`src/rtl/dag_unit.sv`:
```
// Data address generator: I/M register file, combinational address formation and post-modify update.
// Define CIRC_BUF_EN to add L/B registers and circular-buffer wrapping of post-modify updates.
module dag_unit (
  input  logic        clk,
  input  logic        rst,
  input  logic        ps_dg_en,
  input  logic        ps_dg_dgsclt,
  input  logic        ps_dg_mdfy,
  input  logic [2:0]  ps_dg_iadd,
  input  logic [2:0]  ps_dg_madd,
  input  logic [4:0]  ps_dg_rd_add,
  input  logic [4:0]  ps_dg_wrt_add,
  input  logic        ps_dg_wrt_en,
  input  logic [15:0] bc_dt,
  output logic [15:0] dg_dm_add,
  output logic [15:0] dg_ps_add,
  output logic [15:0] dg_bc_dt
);

  logic [15:0] i_reg [8];
  logic [15:0] m_reg [8];
`ifdef CIRC_BUF_EN
  logic [15:0] l_reg [8];
  logic [15:0] b_reg [8];
`endif

  logic [15:0] i_cur;
  logic [15:0] sum;
  logic [15:0] addr;
  logic [15:0] post_val;
  logic [15:0] rd_val;
  logic [2:0]  wr_idx;
  logic [2:0]  rd_idx;

  assign i_cur  = i_reg[ps_dg_iadd];
  assign sum    = i_cur + m_reg[ps_dg_madd];
  // Pre-modify addresses are never wrapped, even with circular buffering compiled in.
  assign addr   = ps_dg_mdfy ? sum : i_cur;
  assign wr_idx = ps_dg_wrt_add[2:0];
  assign rd_idx = ps_dg_rd_add[2:0];

`ifdef CIRC_BUF_EN
  logic [15:0] l_cur;
  logic [15:0] b_cur;
  logic [16:0] buf_end;

  assign l_cur   = l_reg[ps_dg_iadd];
  assign b_cur   = b_reg[ps_dg_iadd];
  assign buf_end = {1'b0, b_cur} + {1'b0, l_cur};

  // The stepped pointer is taken mod 2^16 first, then compared against a 17-bit buffer end.
  always_comb begin
    post_val = sum;
    if (l_cur != 16'h0000) begin
      if ({1'b0, sum} >= buf_end) post_val = sum - l_cur;
      else if (sum < b_cur)       post_val = sum + l_cur;
    end
  end
`else
  assign post_val = sum;
`endif

  // NOTE: the register file is built from flops, so it can and must be cleared by reset;
  // a RAM macro would not allow this loop.
  always_ff @(posedge clk or negedge rst) begin
    if (!rst) begin
      for (int k = 0; k < 8; k++) begin
        i_reg[k] <= '0;
        m_reg[k] <= '0;
`ifdef CIRC_BUF_EN
        l_reg[k] <= '0;
        b_reg[k] <= '0;
`endif
      end
    end else begin
      if (ps_dg_en && !ps_dg_mdfy) i_reg[ps_dg_iadd] <= post_val;
      // NOTE: a later non-blocking write to the same element overrides an earlier one,
      // which gives ureg writes priority over the post-modify update.
      if (ps_dg_wrt_en) begin
        case (ps_dg_wrt_add[4:3])
          2'b00: i_reg[wr_idx] <= bc_dt;
          2'b01: m_reg[wr_idx] <= bc_dt;
`ifdef CIRC_BUF_EN
          2'b10: l_reg[wr_idx] <= bc_dt;
          2'b11: begin
            b_reg[wr_idx] <= bc_dt;
            i_reg[wr_idx] <= bc_dt;
          end
`else
          2'b10, 2'b11: ;
`endif
          default: ;
        endcase
      end
    end
  end

  // NOTE: every variable assigned in always_comb gets a default first so no latch is inferred.
  always_comb begin
    rd_val = '0;
    case (ps_dg_rd_add[4:3])
      2'b00: rd_val = i_reg[rd_idx];
      2'b01: rd_val = m_reg[rd_idx];
`ifdef CIRC_BUF_EN
      2'b10: rd_val = l_reg[rd_idx];
      2'b11: rd_val = b_reg[rd_idx];
`endif
      default: rd_val = '0;
    endcase
    if (ps_dg_wrt_en && (ps_dg_wrt_add == ps_dg_rd_add)) rd_val = bc_dt;
  end

  // All outputs are forced to zero while reset is held.
  assign dg_dm_add = (rst && ps_dg_en && !ps_dg_dgsclt) ? addr : 16'h0000;
  assign dg_ps_add = (rst && ps_dg_en &&  ps_dg_dgsclt) ? addr : 16'h0000;
  assign dg_bc_dt  = rst ? rd_val : 16'h0000;

endmodule

```
`config.mk`:
```
export PLATFORM = sky130hd
export DESIGN_NAME = dag_unit
export DESIGN_NICKNAME = d
export VERILOG_FILES = /design/src/rtl/dag_unit.sv
export SDC_FILE = /design/constraint.sdc
export NUM_CORES = 1
export LEC_CHECK = 0
export CORE_MARGIN = 1
export CORE_UTILIZATION = 46
export CTS_CLUSTER_DIAMETER = 50
export DETAILED_ROUTE_END_ITERATION = 8
export GPL_TIMING_DRIVEN = 0
export SYNTH_ARGS = -nofsm -noshare
export SYNTH_HDL_FRONTEND = slang
export SYNTH_SLANG_ARGS = --single-unit
export TNS_END_PERCENT = 100
```
`constraint.sdc`:
```
create_clock -name clk -period 6.2 [get_ports clk]
set_input_delay 1.24 -clock clk [delete_from_list [all_inputs] [get_ports clk]]
set_output_delay 1.24 -clock clk [all_outputs]
set_load 0.01 [all_outputs]
```
==> metrics.md, run 1 <==
| Metric | Value |
|---|---|
| Peak supply drop | `0.212 mV` |
| Layout cells sized above 1 | `30.9%` |
| Critical Path Source Type | `input pin` |
| Clock sinks | `256` |
| Ys Warns | `0` |
| Post-DP HPWL | `42.5 mm` |
| Fill cell count | `2884` |
| Hold Fails Final Rpt | `0` |
| DRT iter0 DRCs | `1721` |
| Worst Path Arrival | `4.93 ns` |
| Largest net degree at the start of global routing | `81` |
| Most frequent cells in the layout | `dfrtp_1, nand2_1, mux2_2` |
| Worst-margin pin slew | `1.17 ns` |
| Die ar. | `0.0360 mm^2` |
| Vias after detailed routing | `13.6k` |
| Most common library cell in the layout ignoring fill and taps | `dfrtp_1` |
| Final nets | `1633` |
| CP Buf/Inv Count | `4` |
| Post-synth EDFFs | `0` |
| Max FO, Critical Path | `9` |
| Hold Path Origin | `m_reg[92]` |
| Max-slew headroom | `22.1%` |
| Combinational power share | `39.7%` |
| RSZ-0062 raised after global routing | `false` |
| Die height | `190 um` |
| Port buffer count | `73` |
| Critical path endpoint category | `output port` |
| WL per Instance | `29.3 um` |
| CTS Buffer Depth | `3` |
| Critical Path RT | `4.96 ns` |
| Die Wd | `190 um` |
| Clk_skew | `0.0295 ns` |
| Via-to-Cell Ratio | `6.56` |
| Worst setup path startpoint | `ps_dg_iadd[0]` |
| Cell Area, Synth | `0.0162 mm^2` |
| Syn Area/Cell | `11.3 um^2` |
| GP Congestion | `0.978` |
| PwrDens | `420 mW/mm^2` |
| Core box area | `0.0346 mm^2` |
| Initial antenna violation count | `2` |
| CTS tree | `done` |
| DRT Wirelength | `60.5 mm` |
| Post-route ant nets | `0` |
| Post-synthesis cell type count | `69` |
| Min Tclk post-route | `6.17 ns` |
| Crit path kind | `in2out` |
| FFs w/ async S/R, synth | `100%` |
| Hold crit path type | `reg2reg` |
| Initial Util | `46.8%` |
| Clock Power Share | `27.3%` |
| Num CTS Buffers | `38` |
| Int Power | `5.14 mW` |
| Worst-path cell chain | `buf_4 > clkinvlp_4 > nor2_2 > a22o_1 > a221o_1 > ha_4 > and2_4 > a221oi_4 > buf_4 > nand2_2 > xor2_4 > mux2i_1 > nor2_1 > clkdlybuf4s50_1` |
| Crit Reg-Reg Startpoint | `m_reg[112]` |
| CP delay by family, top | `buffers and inverters` |
| Endpoints failing setup | `0` |
| Post-synthesis sequential area ratio | `39.5%` |
| CP most frequent cell | `buf_4` |
| Clk slew on worst S/H paths | `0.05 ns` |
| Reported net switching power | `3.11 mW` |
| Final routed DRC violation total | `0` |
| Synth Flop Type | `dfrtp_1` |
| Peak Freq | `162 MHz` |
| Flops & latches, synth | `256` |
| Crit path largest cell delay | `0.56 ns` |
| Status | `complete, no violations` |
| Critical path's slowest cell | `clkdlybuf4s50_1` |
| Total track usage | `34.2%` |
| First-pass GRT wire length | `89.3 mm` |
| Post-CTS Hold Fix Bufs | `0` |
| Root Driver | `clkbuf_16` |
| Number of top-level pins | `86` |
| Post-synthesis cell count | `1436` |
| Vias in the first global route | `13.4k` |
| Area growth from synthesis to layout | `21.2%` |
| Grt total ovfl | `0` |
| Final Max Tran Viols | `0` |
| Final period util | `99.5%` |
| TritonRoute pass-1 iters | `5` |
| Flop pwr share | `33.0%` |
| Row count | `68` |
| Sw Ratio | `37.7%` |
| Worst-Skew Late Latency | `0.55 ns` |
| Hold_ws | `0.524 ns` |
| Syn Nets | `1490` |
| MaxCap Viol Count | `0` |
| H-Tree Depth | `2` |
| Static leakage | `7.98 nW` |
| Total power | `8.25 mW` |
routing by layer:
metal  wire [um]  track usage [%]  vias up  share of wire, %
li1            -                -     5660                 -
met1       24200             46.4     6908                40
met2       27000             51.7      819                45
met3        6500             9.15      173                11
met4        2720             14.3        2               4.5
met5          49             1.10        -             0.081
logic make-up after synthesis:
| family | share of synthesized area, % |
|---|---|
| adders and majority gates | 1.28 |
| muxes | 33.8 |
| and+or+nand+nor | 9.81 |
| DFF | 39.5 |
| xor gates and xnor gates | 0.857 |
| AOI/OAI and AO/OA | 11.2 |
| buffers and inverters | 3.47 |
stage by stage:
stage                     std cells  setup slack [ns]  setup TNS, ns  utilization [%]  area, um^2
after floorplan                1436             0.332              0                -       16200
after global placement         1964             -9.14       -2388.45             50.5       17500
after detailed placement       1967             -1.87         -40.04             50.8       17600
after CTS                      2059           -0.0109        -0.0109             56.4       19500
after global routing           2063           0.00539              0             56.7       19600
final                          2066            0.0335              0             56.7       19600
cell type report:
type | count | area (um^2) | area share, %
sequential | 256 | 6410 | 32.6
multi-input combinational | 1048 | 9630 | 49.0
timing repair buffer | 105 | 1040 | 5.28
clock buffer | 51 | 1070 | 5.45
clock inverter | 18 | 228 | 1.16
buffer | 123 | 664 | 3.38
tap | 455 | 569 | 2.90
inverter | 7 | 30.0 | 0.153
antenna | 3 | 7.51 | 0.0382
final timing paths:
kind | to | slack (ns) | depth (start not counted)
max reg2reg | i_reg[40] | 2.60 | 13
min | m_reg[92] | 0.52 | 1
max | dg_dm_add[5] | 0.03 | 14
max in group asynchronous | m_reg[105] | 4.08 | 4
min in group asynchronous | i_reg[48] | 0.62 | 1
min reg2reg | m_reg[92] | 0.52 | 1
Yosys cell counts (3+ instances only):
cell | count | share of area (%)
buf_4 | 4 | 0.19
a211oi_1 | 8 | 0.37
a221o_1 | 12 | 0.74
a221oi_1 | 11 | 0.59
o31ai_1 | 4 | 0.19
nand3_1 | 6 | 0.19
and2_1 | 12 | 0.46
mux4_2 | 121 | 17
buf_2 | 33 | 1.0
a31o_2 | 3 | 0.16
a22o_1 | 3 | 0.16
nor2_1 | 91 | 2.1
xor2_1 | 7 | 0.38
a21o_1 | 7 | 0.32
dfrtp_1 | 256 | 40
a22oi_1 | 24 | 1.1
xnor2_1 | 7 | 0.38
nor3_1 | 18 | 0.56
nand2_1 | 176 | 4.1
a31oi_1 | 9 | 0.35
nand2b_1 | 6 | 0.23
mux2_2 | 155 | 11
o221ai_1 | 5 | 0.27
buf_1 | 3 | 0.070
o21ai_1 | 10 | 0.31
o22ai_1 | 6 | 0.23
nor2b_1 | 23 | 0.89
a21oi_1 | 42 | 1.3
clkbuf_1 | 82 | 1.9
o31a_1 | 8 | 0.43
mux2i_1 | 98 | 6.1
inv_1 | 7 | 0.16
ha_1 | 15 | 1.2
o21ai_0 | 117 | 3.6
or3_1 | 4 | 0.15
power by group through the flow:
| stage | clock, mW | sequential, mW | combinational, mW |
|---|---|---|---|
| after floorplan | 0 | 2.52 | 1.96 |
| after global placement | 0 | 2.69 | 2.73 |
| after detailed placement | 0 | 2.70 | 2.77 |
| after CTS | 2.27 | 2.69 | 3.12 |
| after global routing | 2.34 | 2.78 | 3.45 |
| final | 2.25 | 2.72 | 3.27 |
what timing repair did:
item | 4_1_cts | 5_1_grt
endpoints found under the setup margin | 33 | 28
gates resized for setup | 129 | 25
buffers inserted | 25 | 4
pin swaps | 20 | 9
(Power assumes the default switching activity.)
==> run 2, diff against run 1 <==
Settings changed: GPL_TIMING_DRIVEN 0 to unset.
==> metrics.md, run 2 (synthesized netlist as in run 1, its figures left out) <==
| Metric | Value |
|---|---|
| Status | `complete, no violations` |
| Peak supply drop | `0.249 mV (+17%)` |
| Min Tclk post-route | `6.07 ns (-0.100 ns)` |
| Num CTS Buffers | `37 (-2.6%)` |
| Hold Fails Final Rpt | `0 (unchanged)` |
| DRT Wirelength | `53.1 mm (-12%)` |
| Crit path kind | `in2out` |
| Area growth from synthesis to layout | `21.6%` |
| Number of top-level pins | `86 (unchanged)` |
| Die Wd | `190 um (unchanged)` |
| Row count | `68 (unchanged)` |
| Via-to-Cell Ratio | `6.28 (-4.3%)` |
| WL per Instance | `25.8 um (-12%)` |
| Static leakage | `8.22 nW (+3.0%)` |
| Total track usage | `30.3% (-3.9 points)` |
| MaxCap Viol Count | `0 (unchanged)` |
| Endpoints failing setup | `0 (unchanged)` |
| Post-CTS Hold Fix Bufs | `0 (unchanged)` |
| Vias after detailed routing | `12.9k (-4.6%)` |
| Final period util | `97.8% (-1.6 points)` |
| Critical Path Source Type | `input pin` |
| Critical path endpoint category | `output port` |
| Worst-path cell chain | `clkdlybuf4s50_1 > buf_6 > inv_1 > buf_6 > nor2_1 > a22o_1 > a221o_1 > ha_4 > buf_4 > a221oi_4 > buf_4 > a211oi_2 > o21a_1 > or3_1 > nand3_2 > a21oi_1 > dlygate4sd2_1` |
| Root Driver | `clkbuf_16` |
| Grt total ovfl | `0 (unchanged)` |
| RSZ-0062 raised after global routing | `true` |
| Most frequent cells in the layout | `dfrtp_1, nand2_1, mux2_2` |
| Hold Path Origin | `m_reg[66]` |
| Hold crit path type | `reg2reg` |
| Largest net degree at the start of global routing | `88 (+8.6%)` |
| Clock sinks | `256 (unchanged)` |
| Core box area | `0.0346 mm^2 (unchanged)` |
| Fill cell count | `2895 (+0.38%)` |
| DRT iter0 DRCs | `1289 (-25%)` |
| Initial Util | `46.8% (unchanged)` |
| Post-DP HPWL | `37.5 mm (-12%)` |
| Post-route ant nets | `0 (unchanged)` |
| Post-placement cell area | `0.0183 mm^2 (+3.9%)` |
| TritonRoute pass-1 iters | `6 (+1)` |
| Max-slew headroom | `11.4% (-11 points)` |
| Worst Path Arrival | `4.83 ns (-0.10 ns)` |
| Final worst setup slack | `0.134 ns (+0.100 ns)` |
| Critical path's slowest cell | `a221o_1` |
| CP delay by family, top | `buffers and inverters` |
| Die ar. | `0.0360 mm^2 (unchanged)` |
| Clk slew on worst S/H paths | `0.05 ns (about the same)` |
| Most common library cell in the layout ignoring fill and taps | `dfrtp_1` |
| Flop pwr share | `33.7% (+0.7 points)` |
| Peak Freq | `165 MHz (+1.7%)` |
| Reported net switching power | `2.92 mW (-5.9%)` |
| Critical Path RT | `4.96 ns (about the same)` |
| Design Area, Final | `0.0197 mm^2 (+0.32%)` |
| Final Max Tran Viols | `0 (unchanged)` |
| Sw Ratio | `36.3% (-1.4 points)` |
| Crit Reg-Reg Startpoint | `m_reg[64]` |
| CP Buf/Inv Count | `7 (+3)` |
| Worst slack, placed | `-0.221 ns (+1.65 ns)` |
| Port buffer count | `85 (+16%)` |
| GP Congestion | `0.953 (-2.6%)` |
| Initial antenna violation count | `1 (-1)` |
| Crit path largest cell delay | `0.42 ns (-0.14 ns)` |
| Layout cells sized above 1 | `34.1% (+3.2 points)` |
| Worst setup path startpoint | `ps_dg_iadd[0]` |
| H-Tree Depth | `2 (unchanged)` |
| Final routed DRC violation total | `0 (unchanged)` |
| CTS Buffer Depth | `3 (unchanged)` |
| Clock Power Share | `26.4% (-0.9 points)` |
| Final nets | `1633 (unchanged)` |
| Die height | `190 um (unchanged)` |
| Diode count | `0 (-3)` |
| Worst-Skew Late Latency | `0.54 ns (about the same)` |
| PwrDens | `409 mW/mm^2 (-2.6%)` |
| First-pass GRT wire length | `81.1 mm (-9.2%)` |
| Worst-margin pin slew | `1.32 ns (+0.156 ns)` |
| Post-CTS Setup Repair Bufs | `0 (-100%)` |
| Vias in the first global route | `12.9k (-4.1%)` |
| Max FO, Critical Path | `7 (-2)` |
| Fin Setup TNS | `0 ns (unchanged)` |
| Total power | `8.06 mW (-2.3%)` |
| Clk_skew | `0.0124 ns (-0.0171 ns)` |
| Int Power | `5.14 mW (about the same)` |
| CTS tree | `done` |
| Combinational power share | `39.9% (+0.2 points)` |
-- run 2: cell count changes in the layout (fill, tap and decap cells not counted), moves of 4 or more --
cell	delta
clkbuf_1	-72
xnor2_1	+4
clkbuf_2	-8
buf_2	-17
buf_4	+93
dlygate4sd2_1	+4
-- run 2: final cells by class --
type                       count  area, um^2  share of cell area [%]
timing repair buffer         229        2030                    10.3
tap                          455         569                    2.89
sequential                   256        6410                    32.5
inverter                       7        26.3                   0.133
clock buffer                  48        1040                    5.26
multi-input combinational   1048        9440                    47.9
clock inverter                18         198                    1.00
-- run 2: timing repair --
action	4_1_cts	5_1_grt
pin swaps	9	7
gates resized for setup	36	24
setup endpoints to repair	20	17
-- run 2: final timing paths --
path	cells after the start	end	slack (ns)
max	17	dg_ps_add[11]	0.13
min	1	m_reg[66]	0.52
max reg2reg	14	i_reg[94]	2.68
min reg2reg	1	m_reg[66]	0.52
max in group asynchronous	4	m_reg[51]	3.43
min in group asynchronous	1	i_reg[98]	0.65
-- run 2: layer usage --
layer	global-route usage [%]	routed length, um	part of all wire, %	vias to the layer above
met3	5.63	4000	7.5	127
li1	-	-	-	5652
met1	42.0	22500	42	6640
met4	11.6	1870	3.5	0
met2	47.3	24700	47	524
met5	0	0	0	-
-- run 2: worst reg2reg max path: stages, from the launching register on --
cell      delay (ns)
dfrtp_1         0.39
mux4_2          0.46
mux2_2          0.31
ha_2            0.21
fa_2            0.39
a211oi_2        0.18
buf_4           0.15
o21ai_1         0.09
a21oi_1         0.16
buf_4           0.15
a211oi_1        0.06
nor2_1          0.18
xnor2_2         0.12
buf_4           0.19
a221o_1         0.34
-- run 2: power groups by stage --
stage / combinational, mW / sequential [mW] / clock [mW]
6_report: 3.22 / 2.71 / 2.13
3_5_place_dp: 3.08 / 2.71 / 0
3_3_place_gp: 3.03 / 2.69 / 0
2_1_floorplan: 1.96 / 2.52 / 0
4_1_cts: 3.14 / 2.69 / 2.15
5_1_grt: 3.44 / 2.78 / 2.22
-- run 2: per-stage QoR --
step / hold WS [ns] / utilization, % / instances
3_3_place_gp: 0.501 / 52.8 / 1995
2_1_floorplan: 0.491 / - / 1436
4_1_cts: 0.525 / 56.6 / 2061
3_5_place_dp: 0.513 / 52.8 / 1995
5_1_grt: 0.536 / 56.9 / 2061
6_report: 0.523 / 56.9 / 2061
==> run 3, diff against run 2 <==
Clock period 6.2 ns to 7.2 ns, I/O delays scaled along.
==> metrics.md, run 3 (synthesized netlist as in run 1, its figures left out) <==
| Metric | Value |
|---|---|
| Worst Path Arrival | `5.52 ns (+0.69 ns)` |
| Largest net degree at the start of global routing | `72 (-18%)` |
| Placed insts | `1931 (-3.2%)` |
| Layout cells sized above 1 | `30.0% (-4.1 points)` |
| Crit path largest cell delay | `0.49 ns (+0.07 ns)` |
| Port buffer count | `85 (unchanged)` |
| Min Tclk post-route | `6.96 ns` |
| H-Tree Depth | `2 (unchanged)` |
| Die ar. | `0.0360 mm^2 (unchanged)` |
| Critical path endpoint category | `output port` |
| Most common library cell in the layout ignoring fill and taps | `dfrtp_1` |
| Grt total ovfl | `0 (unchanged)` |
| Clk slew on worst S/H paths | `0.06 ns (about the same)` |
| Vias after detailed routing | `12.6k (-2.4%)` |
| Final period util | `96.6%` |
| Worst-path cell chain | `clkdlybuf4s50_1 > buf_12 > inv_1 > nor2_1 > a22o_1 > a21oi_1 > o221ai_1 > ha_1 > fa_1 > a211oi_2 > buf_4 > o21ai_0 > a21oi_1 > buf_4 > o21ai_1 > xor2_1 > mux2_2 > and2_1 > clkdlybuf4s50_1` |
| MaxCap Viol Count | `0 (unchanged)` |
| Num CTS Buffers | `38 (+2.7%)` |
| Depth of the most critical reg-to-reg path | `14 (unchanged)` |
| WL per Instance | `26.4 um (+2.6%)` |
| Area growth from synthesis to layout | `17.8%` |
| Worst R2R Setup Slack | `3.45 ns (+0.77 ns)` |
| Fin Setup TNS | `0 ns (unchanged)` |
| Post-CTS Hold Fix Bufs | `0 (unchanged)` |
| Initial Util | `46.8% (unchanged)` |
| Clk_skew | `0.0176 ns (+0.00511 ns)` |
| Row count | `68 (unchanged)` |
| Die Wd | `190 um (unchanged)` |
| Initial antenna violation count | `1 (unchanged)` |
| Post-CTS Setup Repair Bufs | `0 (unchanged)` |
| CTS tree | `done` |
| Final nets | `1570 (-3.9%)` |
| Finished Layout Cells | `1998 (-3.1%)` |
| RR Endpoint | `i_reg[30]` |
| TritonRoute pass-1 iters | `6 (unchanged)` |
| Crit path kind | `in2out` |
| Vias in the first global route | `12.5k (-3.3%)` |
| Crit Reg-Reg Startpoint | `m_reg[0]` |
| Endpoints failing setup | `0 (unchanged)` |
| Final routed DRC violation total | `0 (unchanged)` |
| Post-DP HPWL | `36.1 mm (-3.6%)` |
| GP Congestion | `0.929 (-2.6%)` |
| DRT iter0 DRCs | `1295 (+0.47%)` |
| Root Driver | `clkbuf_16` |
| DRT Wirelength | `52.8 mm (-0.53%)` |
| CP delay by family, top | `buffers and inverters` |
| Hold depth | `1 (unchanged)` |
| PwrDens | `357 mW/mm^2 (-13%)` |
| Diode count | `0 (unchanged)` |
| Peak supply drop | `0.225 mV (-9.5%)` |
| Via-to-Cell Ratio | `6.32 (+0.68%)` |
| Design Area, Final | `0.0191 mm^2 (-3.1%)` |
| Clock sinks | `256 (unchanged)` |
| Final Max Tran Viols | `0 (unchanged)` |
| Core box area | `0.0346 mm^2 (unchanged)` |
| Status | `complete, no violations` |
| Total track usage | `30.1% (-0.15 points)` |
| Critical Path RT | `5.76 ns (+0.80 ns)` |
| Die height | `190 um (unchanged)` |
| Worst-margin pin slew | `1.22 ns (-0.103 ns)` |
| Hold crit path type | `reg2reg` |
| CTS resizes | `0 (-100%)` |
| Static leakage | `7.72 nW (-6.1%)` |
| First-pass GRT wire length | `80.4 mm (-0.89%)` |
| Max FO, Critical Path | `16 (+9)` |
| CTS Buffer Depth | `3 (unchanged)` |
| RSZ-0062 raised after global routing | `false` |
| Critical Path Source Type | `input pin` |
| Hold Path End | `m_reg[18]` |
| Number of top-level pins | `86 (unchanged)` |
| CP Buf/Inv Count | `6 (-1)` |
| Worst-Skew Late Latency | `0.53 ns (about the same)` |
| Post-route ant nets | `0 (unchanged)` |
| Most frequent cells in the layout | `dfrtp_1, nand2_1, mux2_2` |
| Critical path's slowest cell | `fa_1` |
| Max-slew headroom | `18.5% (+7.1 points)` |
| Peak Freq | `144 MHz` |
| Hold Fails Final Rpt | `0 (unchanged)` |
| Hold Path Origin | `m_reg[18]` |
| Post-placement cell area | `0.0177 mm^2 (-2.9%)` |
## run 3: cell type report
| class | count | area [um^2] |
|---|---|---|
| clock inverter | 19 | 231 |
| inverter | 7 | 26.3 |
| tap | 455 | 569 |
| sequential | 256 | 6410 |
| multi-input combinational | 1048 | 9280 |
| clock buffer | 48 | 1100 |
| timing repair buffer | 165 | 1470 |
| fill | 2850 | 15500 |
## run 3: routing by layer
| layer | vias to the layer above | share of wire (%) | GRT usage [%] |
|---|---|---|---|
| met5 | - | 0 | 0 |
| met4 | 0 | 3.8 | 10.8 |
| met3 | 125 | 8.3 | 6.03 |
| met2 | 599 | 46 | 46.5 |
| met1 | 6375 | 42 | 42.2 |
| li1 | 5534 | - | - |
## run 3: worst max path at each step
stage                     depth (start not counted)       endpoint     startpoint  slack [ns]
after global placement                           19  dg_ps_add[12]  ps_dg_iadd[0]        0.29
after floorplan                                  13  dg_ps_add[12]  ps_dg_madd[0]        0.93
after detailed placement                         14  dg_dm_add[14]  ps_dg_madd[1]        0.27
final                                            19  dg_ps_add[12]  ps_dg_iadd[0]        0.24
after CTS                                        18   dg_ps_add[8]  ps_dg_iadd[0]        0.24
after global routing                             19  dg_ps_add[14]  ps_dg_iadd[0]        0.03
## run 3: where the power goes
group / switching [mW] / total, mW / internal (mW)
combinational: 1.32 / 2.54 / 1.22
clock: 0.714 / 1.95 / 1.23
sequential: 0.410 / 2.33 / 1.92
## run 3: through the flow
step | utilization, % | power [mW] | worst slack (ns) | hold WS [ns]
finish | 55.1 | 6.82 | 0.245 | 0.522
detailed placement | 51.2 | 4.81 | 0.273 | 0.512
floorplan | - | 3.86 | 0.932 | 0.491
global route | 55.1 | 7.14 | 0.0303 | 0.540
global placement | 51.2 | 4.77 | 0.294 | 0.502
CTS | 55.1 | 6.78 | 0.244 | 0.524
